==> src/rtl/alu_sched_pkg.sv <==
// Shared definitions for the vector ALU sequencing controller:
// function codes, ALU opcode values, lane-width encodings and FSM states.
package alu_sched_pkg;

  // Width of the latency count carried from decoder to scheduler
  localparam int LAT_W = 8;

  // Opcode presented to the ALU while an operation is executing
  localparam logic [5:0] OPC_VEC  = 6'b101010;
  localparam logic [5:0] OPC_NONE = 6'b000000;

  // R_ins function codes
  localparam logic [5:0] RINS_VAND   = 6'b000001;
  localparam logic [5:0] RINS_VOR    = 6'b000010;
  localparam logic [5:0] RINS_VXOR   = 6'b000011;
  localparam logic [5:0] RINS_VNOT   = 6'b000100;
  localparam logic [5:0] RINS_VMOV   = 6'b000101;
  localparam logic [5:0] RINS_VADD   = 6'b000110;
  localparam logic [5:0] RINS_VSUB   = 6'b000111;
  localparam logic [5:0] RINS_VMULEU = 6'b001000;
  localparam logic [5:0] RINS_VMULOU = 6'b001001;
  localparam logic [5:0] RINS_VSLL   = 6'b001010;
  localparam logic [5:0] RINS_VSRL   = 6'b001011;
  localparam logic [5:0] RINS_VSRA   = 6'b001100;
  localparam logic [5:0] RINS_VRTTH  = 6'b001101;
  localparam logic [5:0] RINS_VDIV   = 6'b001110;
  localparam logic [5:0] RINS_VMOD   = 6'b001111;
  localparam logic [5:0] RINS_VSQEU  = 6'b010000;
  localparam logic [5:0] RINS_VSQOU  = 6'b010001;
  localparam logic [5:0] RINS_VSQRT  = 6'b010010;

  // Lane width encodings
  localparam logic [1:0] WW_8  = 2'b00;
  localparam logic [1:0] WW_16 = 2'b01;
  localparam logic [1:0] WW_32 = 2'b10;
  localparam logic [1:0] WW_64 = 2'b11;

  typedef enum logic [1:0] {
    ST_IDLE = 2'd0,
    ST_EXEC = 2'd1,
    ST_DONE = 2'd2
  } state_t;

endpackage

==> src/rtl/alu_sched_if.sv <==
// Requester and response channels of the ALU scheduler.
// master: the issue side (drives requests, consumes responses).
// slave:  the scheduler.
interface alu_sched_if;

  logic        req0_valid;
  logic        req0_ready;
  logic [0:63] req0_rA;
  logic [0:63] req0_rB;
  logic [0:5]  req0_rins;
  logic [0:1]  req0_ww;

  logic        req1_valid;
  logic        req1_ready;
  logic [0:63] req1_rA;
  logic [0:63] req1_rB;
  logic [0:5]  req1_rins;
  logic [0:1]  req1_ww;

  logic        rsp_valid;
  logic        rsp_ready;
  logic [0:63] rsp_data;
  logic        rsp_id;
  logic        rsp_err;

  modport master (
    output req0_valid, req0_rA, req0_rB, req0_rins, req0_ww,
    input  req0_ready,
    output req1_valid, req1_rA, req1_rB, req1_rins, req1_ww,
    input  req1_ready,
    input  rsp_valid, rsp_data, rsp_id, rsp_err,
    output rsp_ready
  );

  modport slave (
    input  req0_valid, req0_rA, req0_rB, req0_rins, req0_ww,
    output req0_ready,
    input  req1_valid, req1_rA, req1_rB, req1_rins, req1_ww,
    output req1_ready,
    output rsp_valid, rsp_data, rsp_id, rsp_err,
    input  rsp_ready
  );

endinterface

==> src/rtl/alu_lat_decode.sv <==
// Combinational R_ins decoder: number of cycles the operands must be held
// on the ALU inputs, and whether the function code is unsupported.
module alu_lat_decode
  import alu_sched_pkg::*;
#(
  parameter int MUL_LAT  = 2,
  parameter int DIV_LAT  = 8,
  parameter int SQRT_LAT = 16
) (
  input  logic [0:5]       rins,
  output logic [LAT_W-1:0] lat,
  output logic             illegal
);

  // Map each function code onto its latency class
  always_comb begin
    lat     = LAT_W'(1);
    illegal = 1'b0;
    case (rins)
      RINS_VAND, RINS_VOR, RINS_VXOR, RINS_VNOT, RINS_VMOV, RINS_VADD,
      RINS_VSUB, RINS_VSLL, RINS_VSRL, RINS_VSRA, RINS_VRTTH:
        lat = LAT_W'(1);
      RINS_VMULEU, RINS_VMULOU, RINS_VSQEU, RINS_VSQOU:
        lat = LAT_W'(MUL_LAT);
      RINS_VDIV, RINS_VMOD:
        lat = LAT_W'(DIV_LAT);
      RINS_VSQRT:
        lat = LAT_W'(SQRT_LAT);
      default:
        illegal = 1'b1;
    endcase
  end

endmodule

==> src/rtl/alu_sched.sv <==
// Sequencing controller for the shared 64-bit vector ALU.
// Two requesters are arbitrated round-robin; the granted operands are held
// on the ALU inputs for the function's latency, then the ALU result is
// returned on a valid/ready response tagged with the requester id.
// Optional feature: define ALU_SCHED_DIVZERO_CHK_EN to reject VDIV/VMOD
// whose rB has any zero lane (error response with all-ones data).
module alu_sched
  import alu_sched_pkg::*;
#(
  parameter int MUL_LAT  = 2,
  parameter int DIV_LAT  = 8,
  parameter int SQRT_LAT = 16
) (
  input  logic        clk,
  input  logic        reset,
  alu_sched_if.slave  bus,
  output logic [0:63] alu_rA,
  output logic [0:63] alu_rB,
  output logic [0:5]  alu_rins,
  output logic [0:5]  alu_opcode,
  output logic [0:1]  alu_ww,
  input  logic [0:63] alu_out
);

  state_t           state;
  logic             last_grant;
  logic             cur_id;
  logic [LAT_W-1:0] cnt;

  logic             rsp_valid;
  logic [0:63]      rsp_data;
  logic             rsp_id;
  logic             rsp_err;

  logic             grant_id;
  logic             accept;
  logic [0:63]      sel_rA;
  logic [0:63]      sel_rB;
  logic [0:5]       sel_rins;
  logic [0:1]       sel_ww;
  logic [LAT_W-1:0] sel_lat;
  logic             sel_illegal;
  logic             div_zero;

  // Round-robin arbiter; readys depend only on state, valids and last_grant
  always_comb begin
    if (bus.req0_valid && bus.req1_valid) grant_id = ~last_grant;
    else                                  grant_id = bus.req1_valid;
    accept = !reset && (state == ST_IDLE) && (bus.req0_valid || bus.req1_valid);
    bus.req0_ready = accept && !grant_id;
    bus.req1_ready = accept &&  grant_id;
  end

  // Operand mux for the granted requester
  always_comb begin
    sel_rA   = grant_id ? bus.req1_rA   : bus.req0_rA;
    sel_rB   = grant_id ? bus.req1_rB   : bus.req0_rB;
    sel_rins = grant_id ? bus.req1_rins : bus.req0_rins;
    sel_ww   = grant_id ? bus.req1_ww   : bus.req0_ww;
  end

  alu_lat_decode #(
    .MUL_LAT  (MUL_LAT),
    .DIV_LAT  (DIV_LAT),
    .SQRT_LAT (SQRT_LAT)
  ) u_lat_decode (
    .rins    (sel_rins),
    .lat     (sel_lat),
    .illegal (sel_illegal)
  );

`ifdef ALU_SCHED_DIVZERO_CHK_EN
  // True when any lane of width ww in v is all zeros
  function automatic logic has_zero_lane(input logic [0:63] v, input logic [0:1] ww);
    logic z;
    z = 1'b0;
    case (ww)
      WW_8:    for (int i = 0; i < 8; i++) if (v[8*i +: 8]   == '0) z = 1'b1;
      WW_16:   for (int i = 0; i < 4; i++) if (v[16*i +: 16] == '0) z = 1'b1;
      WW_32:   for (int i = 0; i < 2; i++) if (v[32*i +: 32] == '0) z = 1'b1;
      default: if (v == '0) z = 1'b1;
    endcase
    return z;
  endfunction

  assign div_zero = ((sel_rins == RINS_VDIV) || (sel_rins == RINS_VMOD)) &&
                    has_zero_lane(sel_rB, sel_ww);
`else
  assign div_zero = 1'b0;
`endif

  // Scheduler FSM with registered ALU drive and response register
  always_ff @(posedge clk) begin
    if (reset) begin
      state      <= ST_IDLE;
      last_grant <= 1'b1;
      cur_id     <= 1'b0;
      cnt        <= '0;
      alu_rA     <= '0;
      alu_rB     <= '0;
      alu_rins   <= '0;
      alu_ww     <= '0;
      alu_opcode <= OPC_NONE;
      rsp_valid  <= 1'b0;
      rsp_data   <= '0;
      rsp_id     <= 1'b0;
      rsp_err    <= 1'b0;
    end else begin
      case (state)
        ST_IDLE: begin
          if (accept) begin
            last_grant <= grant_id;
            cur_id     <= grant_id;
            if (sel_illegal || div_zero) begin
              // Rejected without touching the ALU
              rsp_valid <= 1'b1;
              rsp_id    <= grant_id;
              rsp_err   <= 1'b1;
              rsp_data  <= sel_illegal ? 64'h0 : {64{1'b1}};
              state     <= ST_DONE;
            end else begin
              alu_rA     <= sel_rA;
              alu_rB     <= sel_rB;
              alu_rins   <= sel_rins;
              alu_ww     <= sel_ww;
              alu_opcode <= OPC_VEC;
              cnt        <= sel_lat - LAT_W'(1);
              state      <= ST_EXEC;
            end
          end
        end
        ST_EXEC: begin
          if (cnt == '0) begin
            rsp_valid  <= 1'b1;
            rsp_data   <= alu_out;
            rsp_id     <= cur_id;
            rsp_err    <= 1'b0;
            alu_opcode <= OPC_NONE;
            state      <= ST_DONE;
          end else begin
            cnt <= cnt - LAT_W'(1);
          end
        end
        ST_DONE: begin
          if (bus.rsp_ready) begin
            rsp_valid <= 1'b0;
            state     <= ST_IDLE;
          end
        end
        default: state <= ST_IDLE;
      endcase
    end
  end

  // Response channel outputs come straight from the registers
  always_comb begin
    bus.rsp_valid = rsp_valid;
    bus.rsp_data  = rsp_data;
    bus.rsp_id    = rsp_id;
    bus.rsp_err   = rsp_err;
  end

endmodule

==> src/flat_wrapper.sv <==
// flat-port wrapper written by rule: the top's interface ports become plain ports
module alu_sched_flat import alu_sched_pkg::*;
#(
  parameter int MUL_LAT  = 2,
  parameter int DIV_LAT  = 8,
  parameter int SQRT_LAT = 16
)
  (clk, reset, alu_rA, alu_rB, alu_rins, alu_opcode, alu_ww, alu_out, bus_req0_valid, bus_req0_rA, bus_req0_rB, bus_req0_rins, bus_req0_ww, bus_req0_ready, bus_req1_valid, bus_req1_rA, bus_req1_rB, bus_req1_rins, bus_req1_ww, bus_req1_ready, bus_rsp_valid, bus_rsp_data, bus_rsp_id, bus_rsp_err, bus_rsp_ready);
  alu_sched_if bus_i ();
  input  logic clk;
  input  logic reset;
  output logic [0:63] alu_rA;
  output logic [0:63] alu_rB;
  output logic [0:5] alu_rins;
  output logic [0:5] alu_opcode;
  output logic [0:1] alu_ww;
  input  logic [0:63] alu_out;
  input wire logic [$bits(bus_i.req0_valid)-1:0] bus_req0_valid;
  input wire logic [$bits(bus_i.req0_rA)-1:0] bus_req0_rA;
  input wire logic [$bits(bus_i.req0_rB)-1:0] bus_req0_rB;
  input wire logic [$bits(bus_i.req0_rins)-1:0] bus_req0_rins;
  input wire logic [$bits(bus_i.req0_ww)-1:0] bus_req0_ww;
  output wire logic [$bits(bus_i.req0_ready)-1:0] bus_req0_ready;
  input wire logic [$bits(bus_i.req1_valid)-1:0] bus_req1_valid;
  input wire logic [$bits(bus_i.req1_rA)-1:0] bus_req1_rA;
  input wire logic [$bits(bus_i.req1_rB)-1:0] bus_req1_rB;
  input wire logic [$bits(bus_i.req1_rins)-1:0] bus_req1_rins;
  input wire logic [$bits(bus_i.req1_ww)-1:0] bus_req1_ww;
  output wire logic [$bits(bus_i.req1_ready)-1:0] bus_req1_ready;
  output wire logic [$bits(bus_i.rsp_valid)-1:0] bus_rsp_valid;
  output wire logic [$bits(bus_i.rsp_data)-1:0] bus_rsp_data;
  output wire logic [$bits(bus_i.rsp_id)-1:0] bus_rsp_id;
  output wire logic [$bits(bus_i.rsp_err)-1:0] bus_rsp_err;
  input wire logic [$bits(bus_i.rsp_ready)-1:0] bus_rsp_ready;
  assign bus_i.req0_valid = bus_req0_valid;
  assign bus_i.req0_rA = bus_req0_rA;
  assign bus_i.req0_rB = bus_req0_rB;
  assign bus_i.req0_rins = bus_req0_rins;
  assign bus_i.req0_ww = bus_req0_ww;
  assign bus_req0_ready = bus_i.req0_ready;
  assign bus_i.req1_valid = bus_req1_valid;
  assign bus_i.req1_rA = bus_req1_rA;
  assign bus_i.req1_rB = bus_req1_rB;
  assign bus_i.req1_rins = bus_req1_rins;
  assign bus_i.req1_ww = bus_req1_ww;
  assign bus_req1_ready = bus_i.req1_ready;
  assign bus_rsp_valid = bus_i.rsp_valid;
  assign bus_rsp_data = bus_i.rsp_data;
  assign bus_rsp_id = bus_i.rsp_id;
  assign bus_rsp_err = bus_i.rsp_err;
  assign bus_i.rsp_ready = bus_rsp_ready;
  alu_sched #(.MUL_LAT(MUL_LAT), .DIV_LAT(DIV_LAT), .SQRT_LAT(SQRT_LAT)) u_core (.clk(clk), .reset(reset), .bus(bus_i), .alu_rA(alu_rA), .alu_rB(alu_rB), .alu_rins(alu_rins), .alu_opcode(alu_opcode), .alu_ww(alu_ww), .alu_out(alu_out));
endmodule
==> config.mk <==
export PLATFORM = sky130hd
export DESIGN_NAME = alu_sched_flat
export DESIGN_NICKNAME = d
export VERILOG_FILES = /design/src/rtl/alu_sched_pkg.sv /design/src/rtl/alu_sched_if.sv /design/src/rtl/alu_lat_decode.sv /design/src/rtl/alu_sched.sv /design/src/flat_wrapper.sv
export SDC_FILE = /design/constraint.sdc
export NUM_CORES = 1
export LEC_CHECK = 0
export BUFFER_PORTS_ARGS = -buffer_cell sky130_fd_sc_hd__clkbuf_2
export CORE_AREA = 4 4 213 215
export DETAILED_ROUTE_END_ITERATION = 10
export DIE_AREA = 0 0 217 219
export HOLD_SLACK_MARGIN = 0.05
export SLEW_MARGIN = 20
export SYNTH_ARGS = -nofsm -noshare
export SYNTH_HDL_FRONTEND = slang
export SYNTH_SLANG_ARGS = --single-unit
==> constraint.sdc <==
create_clock -name clk -period 6.28 [get_ports clk]
set_clock_uncertainty 0.15 [all_clocks]
set_input_delay 0.942 -clock clk [delete_from_list [all_inputs] [get_ports clk]]
set_output_delay 0.942 -clock clk [all_outputs]
set_load 0.005 [all_outputs]
Yosys cells after proc, flatten, opt, wreduce, memory -nomap -nowiden
Cells that the tools add are included.
- word-level logic and storage cells: 98
- input bits: 341
- flip-flop bits (word level): 221
- output and inout port bits: 211
- reductions and logical operators: 22
- equal/unequal tests: 26
- mux-type cells: 34
- bitwise gates (word level): 1
- add/subtract/negate cells: 2
- operator list (operator ; number):
    two-way mux 64 bit ; 5
    case mux 64 bit (2 select lines) ; 1
    == test 6 x 4 -> 1 bit, second input constant ; 8
    == test 6 x 3 -> 1 bit, second input constant ; 4
    two-way mux 6 bit ; 4
    two-way mux 8 bit ; 3
    == test 6 x 5 -> 1 bit, second input constant ; 3
    OR reduction 18 bit ; 1
    case mux 8 bit (2 select lines) ; 1
    case mux 5 bit (3 select lines) ; 1
    == test 6 x 2 -> 1 bit, second input constant ; 2
    case mux 6 bit (2 select lines) ; 1
    AND reduction 4 bit ; 3
    two-way mux 2 bit ; 5
    two-way mux 1 bit ; 9
    zero test 8 bit ; 1
    inequality test 2 bit, second input constant ; 4
    subtractor 8 x 1 -> 8 bit, second input constant ; 1
    == test 6 x 1 -> 1 bit, second input constant ; 1
    case mux 2 bit (3 select lines) ; 1
    AND reduction 3 bit ; 2
    subtractor 5 x 1 -> 6 bit, second input constant ; 1
    logical AND 1 bit ; 5
    AND reduction 5 bit ; 1
    other kinds (14) ; 17

Longest topological paths before layout
- word-level depth: 10
- depth in mapped cells: 11

Cells and area by module
Synthesis repeated with hierarchy kept, for this count alone.
- cell total of the unflattened synthesis: 1183
- area, all modules: 9572.9 µm²
- by module, submodules not included (module ; times used ; area each (µm²) ; cells an instance):
    alu_sched ; 1 ; 9440.3 ; 1164
    alu_lat_decode ; 1 ; 132.6 ; 19

Worst setup path before layout
No wires, ideal clock.
- path type: input to output
- start: input bus_req1_valid
- end: output bus_req1_ready
- cell stages on the path: 5
- arrival: 1.982 ns
- path slack: 3.206 ns
- data required time: 5.188 ns
- path buffers: 3
- path through: a21bo_2 clkbuf_1 clkbuf_1 clkbuf_1 nor2_1
- longest elaborated chain between the ends: 3
- ends and longest elaborated chain (element ; RTL line ; RTL):
    start, declared ; flat_wrapper.sv:24 ; input wire logic [$bits(bus_i.req1_valid)-1:0] bus_req1_valid;
    logical AND 1 bit or logical OR 1 bit (tied branches) ; alu_sched.sv:47, alu_sched.sv:49 ;
    two-way mux 1 bit or logical AND 1 bit (tied branches) ; alu_sched.sv:47, alu_sched.sv:49 ;
    logical AND 1 bit * ; alu_sched.sv:51 ; bus.req1_ready = accept && grant_id;
    end, declared ; flat_wrapper.sv:29 ; output wire logic [$bits(bus_i.req1_ready)-1:0] bus_req1_ready;
Every way passes the cells marked *; elsewhere a longest branch is shown, timed or not.

Worst setup path after layout
- start: register u_core.state[1]
- end: register u_core.rsp_data (netlist bit u_core.bus.rsp_data[6])
- longest elaborated chain between the ends: 5
- ends and longest elaborated chain (element ; RTL line ; RTL):
    start, declared ; alu_sched.sv:25 ; state_t state;
    start signal, assigned ; alu_sched.sv:95 ; state <= ST_IDLE;
    start signal, assigned ; alu_sched.sv:120 ; state <= ST_DONE;
    start signal, assigned ; alu_sched.sv:128 ; state <= ST_EXEC;
    zero test 2 bit ; alu_sched.sv:49, alu_sched.sv:109 ;
    logical AND 1 bit (2 in a row) ; alu_sched.sv:49 ; accept = !reset && (state == ST_IDLE) && (bus.req0_valid || bus.req1_valid);
    inequality test 2 x 1 -> 1 bit (no source line) ; -- ;
    AND reduction 4 bit (no source line) ; -- ;
    end signal, assigned ; alu_sched.sv:119 ; rsp_data <= sel_illegal ? 64'h0 : {64{1'b1}};
    end signal, assigned ; alu_sched.sv:135 ; rsp_data <= alu_out;
    end, declared ; alu_sched.sv:31 ; logic [0:63] rsp_data;
Parallel ways exist; a longest one is shown, timed or not.
A chain may end at the register's enable or synchronous reset.

==> flow_summary.ini <==
[drt]
routed_via_density = 4.69
detail-route-antenna-nets = 0
drt_first_pass_iters = 5
drt_iter0_drc = 883
num_vias = 10689
drc = 0
wire_per_inst_um = 17.2
totalWireLength_um = 39300

[grt]
antenna_found_initial = 9
grt_pass1_vias = 10073
grt_usage_pct = 15.1
grt-ovfl-total = 0
grt_first_pass_wirelength_um = 58000
grt_max_degree = 153

[clock_tree]
clkSinkCount = 216
cts_root_buffer = clkbuf_16
htree_levels = 1
postCtsHoldBufs = 0
clkLatencyLatePin_ns = 0.53
cts_tree = built
clock_path_buffers = 3
cts_resized = 0
clk_pin_slew_ns = 0.06
cts_buffers = 25
post-cts-setup-buffers = 0

[synth]
synth_edf_count = 0
ys_seq_area_share_pct = 45.9
yosysUniqueCellTypes = 57
synth_warnings = 0
netlist_instances = 1197
syn_area_sq_um = 9420
synth.most_common_cell = nand2_1
ys_ff_latch = 216
ys.flop_type = dfxtp_1
synth_top_area_share_pct = 45.9
avgSynthCellArea_sq_um = 7.87
synth_common_cells = 272 x nand2_1, 216 x dfxtp_1, 149 x nor2_1
synth_area_leader_cell = dfxtp_1
synthArstFlopShare_pct = 0
synth.area.top_cells = dfxtp_1 46%, a311oi_1 12%, nand2_1 11%

[finish]
drive_gt1_share_pct = 36.5
finalInstanceArea_sq_um = 13300
multi_input_area_sq_um = 4560
num-fill-cells = 4813
fin_nets = 2015
synthToLayoutAreaGrowth_pct = 41.4
seq_area_sq_um = 4320

[power]
internal_power_w = 0.00265
pwr_density_cell_nw_per_um2 = 297
p_clk_share_pct = 34.7
p_sw_share_pct = 33.2
combPwrFrac_pct = 25.6
power_switching_w = 0.00131
seqPwrFrac_pct = 39.7
ir_drop_mv = 0.157
leakagePower_nw = 5.82

[die]
dieArea_sq_um = 47500
num_rows = 77
fp.dieW_um = 217
start_util_pct = 21.5
coreArea_sq_um = 43700
die_height_um = 219
ios = 552

[sta]
setup_viol = 0
hold_viol = 0
hold_ws_ns = 0.325
clock.fmax_ghz = 0.245
drv_slew = 0
max-slew-margin-rel_pct = 33.9
setup-tns-final_ns = 0
fin_crit_ns = 4.09
rsz0062_at_grt = false
fin_ws_ns = 2.19
tightest_slew_ns = 0.990
period_share_pct = 65.1

[hold_path]
min_path_type = reg -> reg

[place]
gp_congestion = 0.854
placed_area_sq_um = 12600
dp_hpwl_um = 29500
io_buffers = 548
post-place-ws_ns = 2.19

[critical_path]
critical_path_class = reg -> reg
critical_path_required_ns = 6.58
start_kind = register
worstPathMaxFanout = 75
end_kind = register
arrival_ns = 4.39

[run_status]
status = complete, no violations

[run]
maxCapViolCount = 0
==> state kept, by name, indices dropped and copies added, names as in the netlist, 2 cells and up <==
| register | cells |
|---|---|
| u_core.cnt | 8 |
| u_core.bus.rsp_data | 64 |
| u_core.alu_ww | 2 |
| u_core.state | 2 |
| u_core.alu_rA | 64 |
| u_core.alu_rins | 6 |
| u_core.alu_rB | 64 |
==> critical path, stage by stage, from the launching register on <==
cell and delay, ns:
dfxtp_1 0.32, inv_1 0.09, ha_2 0.17, buf_4 0.57
inv_1 0.40, nor2_1 0.29, o21ai_4 0.06, buf_4 0.32
a21oi_4 0.82, buf_4 0.47, nand3_1 0.13, a21oi_1 0.17
==> cells by family after synthesis <==
family	Yosys count	synth area share [%]
muxes	7	0.770
adders and majority gates	6	0.797
AOI/OAI and AO/OA	318	23.7
buffers and inverters	131	6.29
and+or+nand+nor	514	22.1
other	1	0.0398
DFF	216	45.9
xor gates and xnor gates	4	0.372
==> power by group through the flow <==
stage / sequential, W / combinational, W / clock (W)
after floorplan: 0.00159 / 0.000601 / 0
after global placement: 0.00160 / 0.000987 / 0
after detailed placement: 0.00160 / 0.00101 / 0
after CTS: 0.00157 / 0.00102 / 0.00142
after global routing: 0.00158 / 0.00113 / 0.00147
final: 0.00157 / 0.00101 / 0.00138
==> per-stage QoR <==
stage | cells | util [%] | power, W
after floorplan | 1199 | - | 0.00219
after global placement | 2231 | 28.6 | 0.00258
after detailed placement | 2233 | 28.7 | 0.00261
after CTS | 2274 | 30.4 | 0.00401
after global routing | 2279 | 30.5 | 0.00418
final | 2279 | 30.5 | 0.00396
==> cells in the final DEF (no fill, tap or decap), types with 3 or more instances in the layout <==
master and count:
inv_1 10, a21oi_1 71, xnor2_1 4, nand2_1 272, o21ai_0 72, conb_1 3
nand3_1 69, clkbuf_16 25, a311oi_1 132, nand2b_1 3, diode_2 5, ha_1 5
o211ai_1 3, nor3_1 5, or3_1 5, nor2_1 148, clkinv_2 5, a211oi_1 8
buf_4 11, mux2i_1 5, clkbuf_2 547, clkbuf_1 5, dfxtp_1 216
==> final timing paths <==
path	startpoint	end	slack [ns]	cells after the start
max	u_core.state[1]$_SDFFE_PP0P_	u_core.bus.rsp_data[6]$_SDFFE_PP0P_	2.19	11
max reg2reg	u_core.state[1]$_SDFFE_PP0P_	u_core.bus.rsp_data[6]$_SDFFE_PP0P_	2.19	11
min	u_core.alu_rins[5]$_SDFFE_PP0P_	u_core.alu_rins[5]$_SDFFE_PP0P_	0.33	2
min reg2reg	u_core.alu_rins[5]$_SDFFE_PP0P_	u_core.alu_rins[5]$_SDFFE_PP0P_	0.33	2
==> cell type report <==
| class | instances | share of cell area, % |
|---|---|---|
| inverters | 11 | 0.310 |
| repair buffers | 562 | 21.8 |
| flip-flops and latches | 216 | 32.5 |
| clock inverters | 10 | 0.657 |
| multi-input cells | 852 | 34.2 |
| diodes | 5 | 0.0939 |
| well taps | 592 | 5.56 |
| clock buffers | 31 | 4.94 |
==> layer usage <==
layer  vias to the layer above  share of wire [%]  track usage (%)
li1                       5183                  -                -
met1                      4987                 40             18.6
met2                       457                 48             25.1
met3                        56                9.5             4.94
met4                         6                2.4             4.52
met5                         -              0.087                0
(Power assumes the default switching activity.)
